===== src/rtl/wave_pkg.sv =====
// Shared definitions for the NCO waveform generator: mode encodings and the
// quarter-wave sine entry helper used to build ROM tables for any width.
package wave_pkg;

  typedef enum logic [1:0] {
    MODE_SQUARE = 2'b00,
    MODE_TRI    = 2'b01,
    MODE_SINE   = 2'b10,
    MODE_SAW    = 2'b11
  } mode_t;

  localparam mode_t MODE_RST = MODE_SAW;

  // round((2^(out_w-1)-1) * sin(pi*i/2^(out_w-1))); int'() rounds half away from zero.
  function automatic int qsin_entry(input int out_w, input int i);
    real x;
    real term;
    real s;
    x    = 3.14159265358979 * real'(i) / real'(1 << (out_w - 1));
    term = x;
    s    = 0.0;
    for (int n = 1; n < 20; n++) begin
      s    = s + term;
      term = -term * x * x / real'((2 * n) * (2 * n + 1));
    end
    return int'(real'((1 << (out_w - 1)) - 1) * s);
  endfunction

endpackage


===== src/rtl/wave_sine_qrom.sv =====
// Combinational quarter-wave sine ROM, 2^(OUT_W-2)+1 entries of
// round((H-1)*sin(pi*i/2^(OUT_W-1))); the 8-bit table is spelled out.
module wave_sine_qrom
  import wave_pkg::*;
#(
  parameter int OUT_W = 8
) (
  input  logic [OUT_W-2:0] idx,
  output logic [OUT_W-2:0] val
);

  localparam int QN = 1 << (OUT_W - 2);

  logic [OUT_W-2:0] tbl [0:QN];

  generate
    if (OUT_W == 8) begin : g_q8
      localparam int Q8 [0:64] = '{
          0,   3,   6,   9,  12,  16,  19,  22,  25,  28,  31,  34,  37,  40,  43,  46,
         49,  51,  54,  57,  60,  63,  65,  68,  71,  73,  76,  78,  81,  83,  85,  88,
         90,  92,  94,  96,  98, 100, 102, 104, 106, 107, 109, 111, 112, 113, 115, 116,
        117, 118, 120, 121, 122, 122, 123, 124, 125, 125, 126, 126, 126, 127, 127, 127,
        127
      };
      for (genvar i = 0; i <= QN; i++) begin : g_e
        assign tbl[i] = (OUT_W-1)'(Q8[i]);
      end
    end else begin : g_calc
      for (genvar i = 0; i <= QN; i++) begin : g_e
        assign tbl[i] = (OUT_W-1)'(qsin_entry(OUT_W, i));
      end
    end
  endgenerate

  assign val = tbl[idx];

endmodule


===== src/rtl/wave_nco_gen.sv =====
// Phase-accumulator waveform generator with registered square/triangle/sine/saw lookup.
// Optional `WAVE_PHASE_OFFSET_EN adds a phase_off input added to the lookup index.
module wave_nco_gen
  import wave_pkg::*;
#(
  parameter int ACC_W = 16,
  parameter int OUT_W = 8
) (
  input  logic             clk,
  input  logic             rst_n,
  input  logic             en,
  input  logic             sync_clr,
  input  logic [ACC_W-1:0] tune,
  input  logic [1:0]       sel,
`ifdef WAVE_PHASE_OFFSET_EN
  input  logic [OUT_W-1:0] phase_off,
`endif
  output logic [OUT_W-1:0] wave,
  output logic             wave_valid,
  output logic             wrap,
  output logic [1:0]       mode_cur
);

  localparam logic [OUT_W-1:0] HALF    = {1'b1, {(OUT_W-1){1'b0}}};
  localparam logic [OUT_W-2:0] QUARTER = {1'b1, {(OUT_W-2){1'b0}}};

  logic [ACC_W-1:0] acc;
  logic [ACC_W:0]   sum;
  mode_t            mode_q;
  logic [OUT_W-1:0] idx;
  logic [OUT_W-1:0] wave_d;
  logic [OUT_W-1:0] tri_t;
  logic [OUT_W-1:0] sine_v;
  logic [OUT_W-2:0] ofs;
  logic [OUT_W-2:0] rom_idx;
  logic [OUT_W-2:0] rom_val;

`ifdef WAVE_PHASE_OFFSET_EN
  assign idx = acc[ACC_W-1 -: OUT_W] + phase_off;
`else
  assign idx = acc[ACC_W-1 -: OUT_W];
`endif

  assign sum = {1'b0, acc} + {1'b0, tune};

  // Quadrant 1/3 read the quarter table backwards; quadrants 2/3 sit below mid-scale.
  assign ofs     = {1'b0, idx[OUT_W-3:0]};
  assign rom_idx = idx[OUT_W-2] ? QUARTER - ofs : ofs;
  assign sine_v  = idx[OUT_W-1] ? HALF - {1'b0, rom_val} : HALF + {1'b0, rom_val};
  assign tri_t   = {idx[OUT_W-2:0], 1'b0};

  wave_sine_qrom #(.OUT_W(OUT_W)) u_qrom (
    .idx (rom_idx),
    .val (rom_val)
  );

  always_comb begin
    wave_d = idx;
    case (mode_q)
      MODE_SQUARE: wave_d = idx[OUT_W-1] ? '0 : '1;
      MODE_TRI:    wave_d = idx[OUT_W-1] ? ~tri_t : tri_t;
      MODE_SINE:   wave_d = sine_v;
      default:     wave_d = idx;
    endcase
  end

  // Mode only changes on clear or on accumulator carry, so samples never glitch mid-cycle.
  always_ff @(posedge clk or negedge rst_n) begin
    if (!rst_n) begin
      acc        <= '0;
      wave       <= '0;
      wave_valid <= 1'b0;
      wrap       <= 1'b0;
      mode_q     <= MODE_RST;
    end else if (sync_clr) begin
      acc        <= '0;
      wave_valid <= 1'b0;
      wrap       <= 1'b0;
      mode_q     <= mode_t'(sel);
    end else if (en) begin
      wave       <= wave_d;
      acc        <= sum[ACC_W-1:0];
      wave_valid <= 1'b1;
      wrap       <= sum[ACC_W];
      if (sum[ACC_W]) mode_q <= mode_t'(sel);
    end else begin
      wave_valid <= 1'b0;
      wrap       <= 1'b0;
    end
  end

  assign mode_cur = mode_q;

endmodule

===== config.mk =====
export PLATFORM = sky130hd
export DESIGN_NAME = wave_nco_gen
export DESIGN_NICKNAME = d
export VERILOG_FILES = /design/src/rtl/wave_pkg.sv /design/src/rtl/wave_sine_qrom.sv /design/src/rtl/wave_nco_gen.sv
export SDC_FILE = /design/constraint.sdc
export NUM_CORES = 1
export LEC_CHECK = 0
export ABC_AREA = 0
export BUFFER_PORTS_ARGS = -buffer_cell sky130_fd_sc_hd__buf_2
export CORE_MARGIN = 4
export CORE_UTILIZATION = 54
export DETAILED_ROUTE_END_ITERATION = 10
export GPL_ROUTABILITY_DRIVEN = 0
export PLACE_DENSITY = 0.85
export REMOVE_ABC_BUFFERS = 1
export SKIP_LAST_GASP = 1
export SYNTH_ARGS = -nofsm -noshare
export SYNTH_HDL_FRONTEND = slang
export SYNTH_HIERARCHICAL = 1
export SYNTH_SLANG_ARGS = --single-unit

===== constraint.sdc =====
create_clock -name clk -period 3.8 [get_ports clk]
set_input_delay 0.57 -clock clk [delete_from_list [all_inputs] [get_ports clk]]
set_output_delay 0.57 -clock clk [all_outputs]
set_load 0.005 [all_outputs]

==> flow_summary_export.csv <==
group,metric,value,unit
status,status,"finished clean",
detailed_routing,drt-wirelength-per-cell,16.0,µm
clock_tree,cts_root_buf,"clkbuf_8",
synth,ys.warnings.count,6,
synth,synth.yosys.seq_area_share,24.1,%
timing,worst_slack,0.182,ns
critical_path,crit_path_start_kind,"register",
critical_path,r2r-end,"wave[6]$_DFFE_PN0P_",
clock_tree,cts_tree,"yes",
synth,syn_area,2910,µm²
timing,hold_slack,0.292,ns
placement,portBuffers,33,
pwr,p_leak,0.00155,µW
timing,hold_viol,0,
die,die_area,6630,µm²
synth,synth_top_cell_by_area,"dfrtp_1",
layout,final_core_util,65.5,%
clock_tree,clk_pin_slew_worst_paths,0.10,ns
grt,grt_pass1_wl,12900,µm
timing,setup_violations,0,
timing,finalClockSkew,0.00442,ns
die,num_rows,26,
grt,grt_max_degree,29,
synth,synth_top_area_share,22.3,%
critical_path,cp-end-kind,"register",
timing,finalCriticalPeriod,3.62,ns
detailed_routing,post-route-drc-count,0,
layout,num-fill-cells,416,
detailed_routing,via_count,3021,
placement,dp_cells,470,
detailed_routing,drtIter0Drc,228,
timing,maxSlewViolCount,0,
clock_tree,cts_made_buffers,3,
detailed_routing,dr.pass1.iters,5,
clock_tree,clockBufferDepth,2,
synth,synth_cells,369,
clock_tree,htree_levels,1,
critical_path,path_max_fanout,10,
critical_path,arrival,3.79,ns
synth,synthFlopType,"dfrtp_1",
detailed_routing,drt_wl_total,7660,µm
timing,rsz0062_at_grt,"true",
die,start_util,56.3,%
grt,grt_pass1_vias,2803,
timing,worst_pin_slew,0.794,ns
timing,relSlewSlack,46.7,%
layout,nNetsFinal,460,
placement,pre_cts_ws,0.0129,ns
critical_path,worst-r2r-cell-count,16,
synth,avgSynthCellArea,7.89,µm²
timing,fin_tns_setup,0,ns
run,cap_violations,0,
critical_path,cp_cell_sequence,"inv_1, ha_1, nand2b_1, xnor2_4, buf_4, buf_4, nand2b_1, a311oi_1, nor3_1, or3_4, or3b_2, o31ai_4, xor2_1, o21ai_0, a21oi_1, nor2_1",
clock_tree,cts.sinks,28,
pwr,peakVddDrop,0.000281,V
die,fp.dieH,81.4,µm
pwr,p_per_area,623,nW/µm²
worst_hold_path,hold_class,"in -> async",
placement,hpwl,5760,µm
detailed_routing,antenna_left,0,
layout,area_growth_syn_to_layout,16.3,%
die,dieWidth,81.4,µm
critical_path,worst-r2r-setup-slack,0.18,ns
critical_path,timing.critical_path.required,3.97,ns
die,core_area,5170,µm²
layout,num_antenna_cells,0,
critical_path,r2r_start,"acc[8]$_DFFE_PN0P_",
clock_tree,clock_latency,0.28,ns
die,ioPinCount,34,
critical_path,critical_path.max_stage_delay,0.52,ns
timing,fmax,0.276,GHz
grt,antenna_found_initial,0,
critical_path,crit_path_top_delay_cell,"or3b_2",
timing,finalCritPeriodShare,95.2,%
synth,synth-edff-count,0,
grt,grt.total_usage,24.4,%
synth,ys_types,56,
layout,drive_gt1_share,18.0,%
synth,synthArstFlopShare,100,%
detailed_routing,viasPerCell,6.29,
synth,synth_area_leaders,"dfrtp_1 (22%), ha_1 (11%), xnor2_1 (4.8%)",
layout,instances_no_fill,480,
critical_path,critPathKind,"reg -> reg",
grt,grt_overflow_total,0,
synth,synth_seq_cells,28,
[worst max-delay path by stage]
stage | from | end | slack [ns] | cells after the start
finish | acc[8]$_DFFE_PN0P_ | wave[6]$_DFFE_PN0P_ | 0.18 | 16
floorplan | acc[8]$_DFFE_PN0P_ | wave[6]$_DFFE_PN0P_ | -0.62 | 14
global placement | acc[8]$_DFFE_PN0P_ | wave[6]$_DFFE_PN0P_ | 0.15 | 16
detailed placement | acc[8]$_DFFE_PN0P_ | wave[6]$_DFFE_PN0P_ | 0.01 | 16
CTS | acc[8]$_DFFE_PN0P_ | wave[6]$_DFFE_PN0P_ | 0.04 | 16
global route | acc[9]$_DFFE_PN0P_ | wave[6]$_DFFE_PN0P_ | -0.01 | 16
[cells in the final DEF (no fill, tap or decap), drive strengths merged, types with 6 or more instances in the layout]
cell type,n
buf,57
a21oi,28
o21ai,27
mux2i,8
dfrtp,26
a21o,7
ha,26
o211ai,6
nand2,30
xnor2,16
inv,22
o31ai,7
nand3,10
nand2b,14
nor2,33
a31oi,6
nor3,8
[synthesized netlist by cell type (all sizes together), types with 10 or more instances]
master / instances
nor2: 33
nand2: 30
a21oi: 28
o21ai: 27
dfrtp: 26
ha: 26
inv: 22
xnor2: 16
nand2b: 14
clkbuf: 12
nand3: 10
[metal layers]
metal	global-route usage [%]	part of all wire (%)	up-vias
li1	-	-	1444
met1	31.5	43	1421
met2	41.6	49	131
met3	2.19	5.0	25
met4	10.1	3.0	0
met5	0	0	-
[per-stage QoR]
stage	total power, µW	area, µm²
after floorplan	1370	2830
after global placement	1730	3220
after global routing	2280	3390
after detailed placement	1780	3220
after CTS	1980	3300
final	2110	3390
[cell type report]
class	count	area, µm²	share of cell area, %
Multi-Input combinational cell	299	2110	62.4
Sequential cell	28	703	20.8
Timing Repair Buffer	57	345	10.2
Inverter	22	82.6	2.44
Tap cell	70	87.6	2.59
Clock buffer	4	55.1	1.63
[state kept, by name, indices dropped and copies added, names as in the netlist]
register and count:
mode_cur 2, acc 16, wave_valid 1, wrap 1, wave 8
[where the power goes]
| group | total, µW | leakage, µW | switching (µW) | internal, µW |
|---|---|---|---|---|
| sequential | 447 | 0.000353 | 81.0 | 366 |
| combinational | 1470 | 0.00116 | 819 | 653 |
| clock | 191 | 0.0000288 | 97.8 | 93.0 |
[timing repair]
| action | in CTS | in global routing |
|---|---|---|
| hold buffers | 0 | 0 |
| gates resized for setup | 2 | 8 |
| pin swaps | 0 | 2 |
| setup endpoints to repair | 1 | 4 |
| hold endpoints to repair | 0 | 0 |
| setup buffers | 0 | 6 |
[cell families after synthesis]
kind of cell	share of synthesized area [%]
AND/OR/NAND/NOR	21.0
AO/OA/AOI/OAI	27.1
buffers and inverters	5.71
flip-flops	24.1
adder cells (fa/ha/maj)	11.9
XOR/XNOR	6.31
multiplexers	3.91
[worst max-delay path: cells and delay by family, from the launching register on]
| family | cells | cell delay [ns] |
|---|---|---|
| AO/OA/AOI/OAI | 4 | 0.73 |
| XOR/XNOR | 2 | 0.38 |
| buffers and inverters | 3 | 0.35 |
| AND/OR/NAND/NOR | 6 | 1.46 |
| adder cells (fa/ha/maj) | 1 | 0.22 |
| flip-flops | 1 | 0.35 |
Power figures use the tool's default switching activity.
